<file path="src/rtl/cla_pkg.sv">
// Shared definitions for the 28-bit CLA accumulator slice.
package cla_pkg;
  localparam int CLA_W       = 28;
  localparam int COUNT_W_DEF = 8;

  typedef enum logic [1:0] {
    IDLE  = 2'd0,
    ACCUM = 2'd1,
    DONE  = 2'd2
  } state_t;
endpackage

</file>
<file path="src/rtl/cla28_accumulator_if.sv">
// Burst control, operand stream and result stream of the accumulator.
interface cla28_accumulator_if
  import cla_pkg::*;
#(
  parameter int WIDTH   = CLA_W,
  parameter int COUNT_W = COUNT_W_DEF
);
  logic               start;
  logic [COUNT_W-1:0] len;
  logic               in_valid;
  logic               in_ready;
  logic [WIDTH-1:0]   in_data;
  logic               out_valid;
  logic               out_ready;
  logic [WIDTH-1:0]   out_sum;
  logic               out_wrap;
  logic [COUNT_W-1:0] out_count;
  logic               busy;

  modport slave (
    input  start, len, in_valid, in_data, out_ready,
    output in_ready, out_valid, out_sum, out_wrap, out_count, busy
  );

  modport master (
    output start, len, in_valid, in_data, out_ready,
    input  in_ready, out_valid, out_sum, out_wrap, out_count, busy
  );
endinterface

</file>
<file path="src/rtl/cla28_accumulator_cla.sv">
// 28-bit carry-lookahead adder: seven 4-bit lookahead groups, with the
// group carries resolved from group generate/propagate terms.
module CLA28bit
  import cla_pkg::*;
(
  input  logic [CLA_W-1:0] A,
  input  logic [CLA_W-1:0] B,
  output logic [CLA_W-1:0] S
);
  localparam int NGRP = CLA_W / 4;

  logic [CLA_W-1:0] w_g;
  logic [CLA_W-1:0] w_p;
  logic [CLA_W-1:0] w_c;
  logic [NGRP-1:0]  w_grp_g;
  logic [NGRP-1:0]  w_grp_p;
  logic [NGRP-1:0]  w_grp_cin;

  assign w_g = A & B;
  assign w_p = A ^ B;

  genvar gi;
  generate
    for (gi = 0; gi < NGRP; gi++) begin : g_grp
      logic [3:0] w_lg;
      logic [3:0] w_lp;
      logic       w_ci;
      assign w_lg = w_g[gi*4 +: 4];
      assign w_lp = w_p[gi*4 +: 4];
      assign w_ci = w_grp_cin[gi];
      assign w_c[gi*4 + 0] = w_ci;
      assign w_c[gi*4 + 1] = w_lg[0] | (w_lp[0] & w_ci);
      assign w_c[gi*4 + 2] = w_lg[1] | (w_lp[1] & w_lg[0]) | (w_lp[1] & w_lp[0] & w_ci);
      assign w_c[gi*4 + 3] = w_lg[2] | (w_lp[2] & w_lg[1]) | (w_lp[2] & w_lp[1] & w_lg[0])
                           | (w_lp[2] & w_lp[1] & w_lp[0] & w_ci);
      assign w_grp_g[gi] = w_lg[3] | (w_lp[3] & w_lg[2]) | (w_lp[3] & w_lp[2] & w_lg[1])
                         | (w_lp[3] & w_lp[2] & w_lp[1] & w_lg[0]);
      assign w_grp_p[gi] = &w_lp;
    end
  endgenerate

  // Group-level carry chain; carry into the LSB group is zero.
  always_comb begin
    logic v_c;
    v_c       = 1'b0;
    w_grp_cin = '0;
    for (int k = 0; k < NGRP; k++) begin
      w_grp_cin[k] = v_c;
      v_c          = w_grp_g[k] | (w_grp_p[k] & v_c);
    end
  end

  assign S = w_p ^ w_c;
endmodule

</file>
<file path="src/rtl/cla28_accumulator.sv">
// Burst accumulator: sums a programmed number of operands through CLA28bit
// and offers the sum, sticky wrap flag and beat count on a result handshake.
module cla28_accumulator
  import cla_pkg::*;
#(
  parameter int WIDTH   = CLA_W,
  parameter int COUNT_W = COUNT_W_DEF
)(
  input  logic                clk,
  input  logic                rst,
  cla28_accumulator_if.slave  bus
);
  state_t             r_state;
  state_t             w_state_next;
  logic [WIDTH-1:0]   r_acc;
  logic [WIDTH-1:0]   w_sum;
  logic               r_wrap;
  logic [COUNT_W-1:0] r_remaining;
  logic [COUNT_W-1:0] r_count;
  logic               w_fire;
  logic               w_load;

  assign w_fire = (r_state == ACCUM) && bus.in_valid;
  assign w_load = (r_state == IDLE) && bus.start;

  CLA28bit u_cla (
    .A (r_acc),
    .B (bus.in_data),
    .S (w_sum)
  );

  // Next-state selection.
  always_comb begin
    w_state_next = r_state;
    case (r_state)
      IDLE:    if (bus.start) w_state_next = (bus.len == '0) ? DONE : ACCUM;
      ACCUM:   if (w_fire && (r_remaining == COUNT_W'(1))) w_state_next = DONE;
      DONE:    if (bus.out_ready) w_state_next = IDLE;
      default: w_state_next = IDLE;
    endcase
  end

  // State register.
  always_ff @(posedge clk) begin
    if (rst) r_state <= IDLE;
    else     r_state <= w_state_next;
  end

  // Accumulator, sticky wrap and beat counters; a sum smaller than the old
  // accumulator means the add carried out of bit 27.
  always_ff @(posedge clk) begin
    if (rst) begin
      r_acc       <= '0;
      r_wrap      <= 1'b0;
      r_remaining <= '0;
      r_count     <= '0;
    end else if (w_load) begin
      r_acc       <= '0;
      r_wrap      <= 1'b0;
      r_remaining <= bus.len;
      r_count     <= '0;
    end else if (w_fire) begin
      r_acc       <= w_sum;
      r_wrap      <= r_wrap | (w_sum < r_acc);
      r_remaining <= r_remaining - COUNT_W'(1);
      r_count     <= r_count + COUNT_W'(1);
    end
  end

  assign bus.in_ready  = (r_state == ACCUM);
  assign bus.out_valid = (r_state == DONE);
  assign bus.busy      = (r_state == ACCUM) || (r_state == DONE);
  assign bus.out_sum   = r_acc;
  assign bus.out_wrap  = r_wrap;
  assign bus.out_count = r_count;
endmodule

</file>
<file path="src/flat_wrapper.sv">
// flat-port wrapper written by rule: the top's interface ports become plain ports
module cla28_accumulator_flat import cla_pkg::*;
#(
  parameter int WIDTH   = CLA_W,
  parameter int COUNT_W = COUNT_W_DEF
)
  (clk, rst, bus_start, bus_len, bus_in_valid, bus_in_data, bus_out_ready, bus_in_ready, bus_out_valid, bus_out_sum, bus_out_wrap, bus_out_count, bus_busy);
  cla28_accumulator_if #(.WIDTH(WIDTH), .COUNT_W(COUNT_W)) bus_i ();
  input  logic clk;
  input  logic rst;
  input wire logic [$bits(bus_i.start)-1:0] bus_start;
  input wire logic [$bits(bus_i.len)-1:0] bus_len;
  input wire logic [$bits(bus_i.in_valid)-1:0] bus_in_valid;
  input wire logic [$bits(bus_i.in_data)-1:0] bus_in_data;
  input wire logic [$bits(bus_i.out_ready)-1:0] bus_out_ready;
  output wire logic [$bits(bus_i.in_ready)-1:0] bus_in_ready;
  output wire logic [$bits(bus_i.out_valid)-1:0] bus_out_valid;
  output wire logic [$bits(bus_i.out_sum)-1:0] bus_out_sum;
  output wire logic [$bits(bus_i.out_wrap)-1:0] bus_out_wrap;
  output wire logic [$bits(bus_i.out_count)-1:0] bus_out_count;
  output wire logic [$bits(bus_i.busy)-1:0] bus_busy;
  assign bus_i.start = bus_start;
  assign bus_i.len = bus_len;
  assign bus_i.in_valid = bus_in_valid;
  assign bus_i.in_data = bus_in_data;
  assign bus_i.out_ready = bus_out_ready;
  assign bus_in_ready = bus_i.in_ready;
  assign bus_out_valid = bus_i.out_valid;
  assign bus_out_sum = bus_i.out_sum;
  assign bus_out_wrap = bus_i.out_wrap;
  assign bus_out_count = bus_i.out_count;
  assign bus_busy = bus_i.busy;
  cla28_accumulator #(.WIDTH(WIDTH), .COUNT_W(COUNT_W)) u_core (.clk(clk), .rst(rst), .bus(bus_i));
endmodule
</file>
<file path="config.mk">
export PLATFORM = sky130hd
export DESIGN_NAME = cla28_accumulator_flat
export DESIGN_NICKNAME = d
export VERILOG_FILES = /design/src/rtl/cla_pkg.sv /design/src/rtl/cla28_accumulator_if.sv /design/src/rtl/cla28_accumulator_cla.sv /design/src/rtl/cla28_accumulator.sv /design/src/flat_wrapper.sv
export SDC_FILE = /design/constraint.sdc
export NUM_CORES = 1
export LEC_CHECK = 0
export ABC_CLOCK_PERIOD_IN_PS = 5100
export BUFFER_PORTS_ARGS = -buffer_cell sky130_fd_sc_hd__buf_2
export CAP_MARGIN = 20
export CORE_MARGIN = 5
export CORE_UTILIZATION = 40
export DETAILED_ROUTE_END_ITERATION = 6
export HOLD_SLACK_MARGIN = 0.12
export PLACE_DENSITY = 0.7
export SLEW_MARGIN = 5
export SYNTH_ARGS = -nofsm -noshare
export SYNTH_HDL_FRONTEND = slang
export SYNTH_SLANG_ARGS = --single-unit
</file>
<file path="constraint.sdc">
create_clock -name clk -period 5.1 [get_ports clk]
set_input_delay 0.765 -clock clk [delete_from_list [all_inputs] [get_ports clk]]
set_output_delay 0.765 -clock clk [all_outputs]
set_load 0.005 [all_outputs]
</file>
[Yosys cells after proc, flatten, opt, wreduce, memory -nomap -nowiden]
Index checks and enable logic that the tools add are counted.
W data, S select, Z words.
Operators by class
  add/subtract/negate cells: 2
  magnitude comparators: 1
  equality and inequality tests: 6
  mux-type cells: 7
  bitwise gates (word level): 159
  reductions and logical operators: 14
Operator list (count)
  $and A1 B1 Y1: 93
  $or A1 B1 Y1: 63
  $xor A28 B28 Y28: 2
  $lt A28 B28 Y1: 1
  $and A27 B27 Y27: 1
  $reduce_and A4 Y1: 5
  $mux W8: 2
  $add A8 B1 Y8 const B: 1
  $eq A8 B1 Y1 const B: 1
  $logic_not A8 Y1: 1
  $mux W2: 4
  $sub A8 B1 Y8 const B: 1
  $pmux W2 S3: 1
  $ne A2 B2 Y1 const B: 2
  $logic_and A1 B1 Y1: 3
  $reduce_and A3 Y1: 1
  $eq A2 B1 Y1 const B: 1
  $eq A2 B2 Y1 const B: 1
  $logic_not A2 Y1: 1
  $ne A2 B1 Y1 const B: 1
  $reduce_bool A2 Y1: 1
  $reduce_or A2 Y1: 1
  $logic_or A1 B1 Y1: 1
Word-level totals
  flip-flop bits (word level): 47
  bits of input ports: 41
  output and inout port bits: 40
  logic and storage cells: 194

[Longest topological paths before layout]
  depth after elaboration: 20
  gate-level depth with buffers: 19
  mapped depth without buffers: 19

[Hierarchy]
Synthesis repeated with hierarchy kept, for this count alone.
Second synthesis, totals
  cell total of the unflattened synthesis: 473
  area total of the unflattened synthesis: 3746.1 sq um
By module, submodules not included
  cla28_accumulator: instances 1, cells an instance 329, area each 2582.5 sq um, seq. area each 940.9 sq um
  CLA28bit: instances 1, cells an instance 144, area each 1163.6 sq um, seq. area each 0.0 sq um

[Worst setup path before layout]
No wires, ideal clock.
  path kind: input port to flip-flop
  start point: input port bus_in_data[5]
  end point: register u_core.r_wrap (netlist: u_core.bus.out_wrap)
  setup time: 0.074 ns
  data arrival time: 3.932 ns
  required time: 5.026 ns
  path slack: 1.094 ns
  cell stages on the path: 19
  cells stage by stage: ha_1 -> a21oi_1 -> o21a_1 -> a2bb2oi_1 -> a21bo_2 -> a21oi_1 -> nor2_1 -> fa_1 -> xnor2_1 -> ha_1 -> a21o_1 -> a21o_1 -> a21o_1 -> a21o_1 -> a21oi_1 -> nor2b_1 -> o21ai_0 -> a32oi_1 -> a31oi_1
On the way
  elaborated cells on any way between the ends: 64
RTL lines
  start, declared: line flat_wrapper.sv:14  | input wire logic [$bits(bus_i.in_data)-1:0] bus_in_data;
  $and A27 B27 Y27 or $xor A28 B28 Y28 (tied branches): line cla28_accumulator_cla.sv:19, cla28_accumulator_cla.sv:20
  $and A1 B1 Y1 (on tied branches): line cla28_accumulator_cla.sv:36, cla28_accumulator_cla.sv:37
  $or A1 B1 Y1 or $and A1 B1 Y1 (tied branches): line cla28_accumulator_cla.sv:36, cla28_accumulator_cla.sv:37
  $or A1 B1 Y1: line cla28_accumulator_cla.sv:37  | | (w_lp[3] & w_lp[2] & w_lp[1] & w_lg[0]);
  $or A1 B1 Y1 (*): line cla28_accumulator_cla.sv:49  | v_c = w_grp_g[k] | (w_grp_p[k] & v_c);
  $and A1 B1 Y1 (*): line cla28_accumulator_cla.sv:49
  $or A1 B1 Y1 (*): line cla28_accumulator_cla.sv:49
  $and A1 B1 Y1 (*): line cla28_accumulator_cla.sv:49
  $or A1 B1 Y1 (*): line cla28_accumulator_cla.sv:49
  $and A1 B1 Y1 (*): line cla28_accumulator_cla.sv:49
  $or A1 B1 Y1 (*): line cla28_accumulator_cla.sv:49
  $and A1 B1 Y1 (*): line cla28_accumulator_cla.sv:32  | assign w_c[gi*4 + 1] = w_lg[0] | (w_lp[0] & w_ci);
  $or A1 B1 Y1 (*): line cla28_accumulator_cla.sv:32
  $xor A28 B28 Y28 (*): line cla28_accumulator_cla.sv:53  | assign S = w_p ^ w_c;
  net u_core.u_cla.S[21]: line cla28_accumulator_cla.sv:8  | output logic [CLA_W-1:0] S
  $lt A28 B28 Y1 (*): line cla28_accumulator.sv:64  | r_wrap <= r_wrap | (w_sum < r_acc);
  $or A1 B1 Y1 (*): line cla28_accumulator.sv:64
  end signal, assigned: line cla28_accumulator.sv:64
  end, declared: line cla28_accumulator.sv:17  | logic r_wrap;
Mark *: on every way through the listed nets, which the timed path passes. The rest lies on a longest branch.
A chain may end at the register's enable or synchronous reset.

[Final worst setup path]
  start point: input port bus_in_data[2]
  end point: register u_core.r_wrap (netlist: u_core.bus.out_wrap)
On the way
  elaborated cells on any way between the ends: 64
RTL lines
  $and A27 B27 Y27 or $xor A28 B28 Y28 (tied branches): line cla28_accumulator_cla.sv:19, cla28_accumulator_cla.sv:20
  $and A1 B1 Y1 (on tied branches): line cla28_accumulator_cla.sv:36, cla28_accumulator_cla.sv:37
  $or A1 B1 Y1 (tied with other cells): line cla28_accumulator_cla.sv:36  | assign w_grp_g[gi] = w_lg[3] | (w_lp[3] & w_lg[2]) | (w_lp[3] & w_lp[2] & w_lg[1])
  $or A1 B1 Y1 or $and A1 B1 Y1 (tied branches): line cla28_accumulator_cla.sv:36, cla28_accumulator_cla.sv:37
  $or A1 B1 Y1 (*): line cla28_accumulator_cla.sv:37
  $and A1 B1 Y1 (*): line cla28_accumulator_cla.sv:49
  $or A1 B1 Y1 (*): line cla28_accumulator_cla.sv:49
  $and A1 B1 Y1 (*): line cla28_accumulator_cla.sv:49
  (+3 left out)
  $and A1 B1 Y1 (*): line cla28_accumulator_cla.sv:49
  $or A1 B1 Y1 (*): line cla28_accumulator_cla.sv:49
  $and A1 B1 Y1 (*): line cla28_accumulator_cla.sv:32
  $or A1 B1 Y1 (*): line cla28_accumulator_cla.sv:32
  $xor A28 B28 Y28 (*): line cla28_accumulator_cla.sv:53
  net u_core.u_cla.S[21]: line cla28_accumulator_cla.sv:8
  $lt A28 B28 Y1 (*): line cla28_accumulator.sv:64
  $or A1 B1 Y1 (*): line cla28_accumulator.sv:64
Marks and branches as above.

==> results.py <==
metrics = {
    "synthesis": {
        "ys.flop_type": "dfxtp_1",
        "netlist_instances": 472,
        "synth_compound_area_share_pct": 20.6,
        "ys_top_cells_by_area": "dfxtp_1 (25%), ha_1 (20%), inv_1 (5.5%)",
        "synth_fa_ha_area_share_pct": 23.8,
        "synth.area.mux_share_pct": 0.264,
        "synthesis.area_um2": 3800,
        "synth-seq-cells": 47,
        "synth_top_area_cell": "dfxtp_1",
        "synth_top_family_by_area": "adder cells",
        "yosysSeqAreaShare_pct": 24.8,
        "synth_nets": 581,
        "yosys_warnings": 0,
        "synthDistinctLibCells": 55,
        "synth_top_area_share_pct": 24.8,
        "yosys.area_share.simple_pct": 17.2,
        "syn_avg_cell_area_um2": 8.05,
        "synth-edff-count": 0,
        "synth-xor-area-share_pct": 6.46,
        "postSynth.asyncResetShare_pct": 0,
    },
    "clock_tree": {
        "clkSlewWorstSetupHoldPaths_ps": 100,
        "cts_buffers": 5,
        "clock_path_buffers": 2,
        "cts_htree_levels": 2,
        "clk_latency_ps": 310,
        "cts-root-buf": "clkbuf_8",
        "cts_hold_buf": 0,
        "cts_sinks": 47,
        "post_cts_buffers": 0,
        "ctsResizeCount": 0,
        "cts_tree": "yes",
    },
    "floorplanning": {
        "ios": 81,
        "start_util_pct": 41.1,
        "rows": 35,
        "die_area_um2": 11500,
        "die_w_um": 107,
        "fp.coreArea_um2": 9240,
        "chipHeight_um": 107,
    },
    "placed_design": {
        "hpwl_um": 7310,
        "gp_congestion": 0.800,
        "numPortBuffers": 80,
        "preCtsSetupSlack_ps": 616,
        "dpl_cell_area_um2": 4320,
        "dpl.cell_count": 670,
    },
    "sta": {
        "fin_setup_tns_ps": 0,
        "slew_headroom_pct": 41.2,
        "layout_setup_ws_ps": 920,
        "clock_skew_ps": 5.82,
        "slew_viol_final": 0,
        "period_share_pct": 82.0,
        "min_period_ps": 4180,
        "final-hold-violation-count": 0,
        "clock.fmax_mhz": 239,
        "worst_pin_slew_ps": 882,
        "rsz0062_at_grt": "no",
        "setup_viol": 0,
    },
    "power": {
        "p_sw_share_pct": 36.9,
        "power.density_nw_per_um2": 235,
        "p_int_w": 0.000658,
        "seq_power_share_pct": 40.2,
        "finalPower_w": 0.00104,
        "p_sw_w": 0.000385,
        "ir_drop_mv": 0.0990,
        "p_leak_nw": 1.95,
        "clockPowerShare_pct": 23.5,
        "pwr-share-comb_pct": 36.3,
    },
    "status": {
        "status": "complete, no violations",
    },
    "worst_setup_path": {
        "rrSetupSlack_ps": 1110,
        "cp_cell_sequence": "buf_2 -> ha_1 -> o21ai_0 -> o21bai_1 -> a2bb2oi_1 -> a21bo_2 -> a21oi_1 -> nor2_1 -> fa_1 -> xnor2_1 -> ha_1 -> a21o_1 -> a21o_1 -> a21o_1 -> a21o_1 -> a21oi_1 -> nor2b_1 -> o21ai_0 -> a32oi_1 -> a31oi_1",
        "crit_type": "input port to register",
        "critPathMaxStageDelay_ps": 380,
        "path_max_fanout": 3,
        "start_kind": "input port",
        "critPathMostFrequentCell": "a21o_1",
        "crit_family": "compound AO/OA/AOI/OAI gates",
        "crit_arrival_ps": 4420,
        "slowest_stage": "fa_1",
        "worstSetupEndpointType": "register",
        "cp.required_ps": 5340,
        "path_buf_inv": 1,
    },
    "grt": {
        "busiest_layer": "met2",
        "grt_pass1_vias": 3447,
        "use_met3_pct": 3.48,
        "grt_pass1_wl_um": 15300,
        "grt_usage_pct": 16.0,
        "grtUsageMet2_pct": 28.1,
        "grt_antenna_before_repair": 0,
        "use_met1_pct": 20.2,
        "grt_overflow": 0,
        "grt_start_max_net_pins": 46,
    },
    "route": {
        "wl_um": 9300,
        "wl_per_cell_um": 13.7,
        "drc": 0,
        "viasPerCell": 5.15,
        "vias": 3500,
        "antenna_left": 0,
        "first_pass_iters": 4,
        "initialDrtViolationCount": 100,
    },
    "finish": {
        "fin_area_um2": 4430,
        "finalNonFillerCells": 679,
        "diodes": 0,
        "layout.nets": 658,
        "drive_above_1_share_pct": 17.8,
        "fillers": 923,
        "syn_to_final_growth_pct": 16.6,
    },
    "flow_run": {
        "cap_violations": 0,
    },
    "worst_hold_path": {
        "min_path_type": "register to register",
    },
}
-- cell usage after synthesis (7+ instances only) --
cell type / n
ha_1: 61
o21a_1: 7
inv_1: 56
nor3_1: 10
clkbuf_1: 9
nand4_1: 7
nand3_1: 7
xor2_1: 8
nand2_1: 56
o21ai_0: 14
a211oi_1: 14
a21oi_1: 41
fa_1: 7
dfxtp_1: 47
a21o_1: 13
nor2_1: 31
xnor2_1: 20
-- power groups by stage --
| stage | logic (W) | clock network (W) | registers, W |
|---|---|---|---|
| after global placement | 0.000364 | 0 | 0.000426 |
| after floorplan | 0.000269 | 0 | 0.000424 |
| after detailed placement | 0.000375 | 0 | 0.000428 |
| final | 0.000378 | 0.000245 | 0.000419 |
| after global routing | 0.000430 | 0.000270 | 0.000424 |
| after CTS | 0.000378 | 0.000255 | 0.000419 |
-- cells by family after synthesis --
kind of cell	Yosys count
AO/OA/AOI/OAI	119
AND/OR/NAND/NOR	140
XOR/XNOR	28
flip-flops	47
buffers and inverters	69
multiplexers	1
adder cells (fa/ha/maj)	68
-- area by class of cell --
type	instances	area, um2	area share, %
repair buffers	83	430	9.72
clock buffers	5	68.8	1.55
multi-input cells	356	2590	58.6
well taps	129	161	3.64
flip-flops and latches	47	941	21.2
clock inverters	3	23.8	0.537
inverters	56	210	4.75
-- worst reg2reg max path: cells and delay by family (launching register included) --
kind,cells,cell delay [ps]
AOI/OAI and AO/OA,13,2170
xor gates and xnor gates,1,240
adders and majority gates,3,1020
DFF,1,350
and+or+nand+nor,2,150
-- cell usage in the layout (no fill, tap or decap), types with 3 or more instances in the layout --
master     n
buf_2     80
ha_1      61
nand2_1   56
inv_1     56
dfxtp_1   47
a21oi_1   41
nor2_1    31
xnor2_1   20
a211oi_1  14
o21ai_0   14
a21o_1    13
nor3_1    10
xor2_1     8
nand4_1    7
o21a_1     7
nand3_1    7
fa_1       7
nor4_1     6
clkbuf_8   5
o21bai_1   4
o31ai_1    3
and2_1     3
nor2b_1    3
or3_1      3
-- per-layer routing --
layer  part of all wire (%)  vias to the layer above
met5                      0                        -
met4                   0.80                        0
met3                    6.8                        8
met2                     47                       75
met1                     45                     1624
li1                       -                     1793
-- registers in the layout (all words and copies together), names as in the netlist --
| name | cells |
|---|---|
| u_core.bus.out_sum | 28 |
| u_core.bus.out_count | 8 |
| u_core.r_remaining | 8 |
| u_core.r_state | 2 |
| u_core.bus.out_wrap | 1 |
-- metrics by stage --
stage	util, %	hold WS [ps]
floorplan	-	474
global placement	46.8	467
detailed placement	46.8	483
CTS	47.8	499
global route	47.9	530
finish	47.9	495
-- worst paths after layout --
check	cells after the start	from	end
setup reg to reg	19	u_core.bus.out_sum[2]$_SDFFE_PP0P_	u_core.bus.out_wrap$_SDFFE_PP0P_
setup / recovery	20	bus_in_data[2]	u_core.bus.out_wrap$_SDFFE_PP0P_
hold / removal	2	u_core.bus.out_count[7]$_SDFFE_PP0P_	u_core.bus.out_count[7]$_SDFFE_PP0P_
hold reg to reg	2	u_core.bus.out_count[7]$_SDFFE_PP0P_	u_core.bus.out_count[7]$_SDFFE_PP0P_
Note: power is estimated with default switching activity, not from simulation.
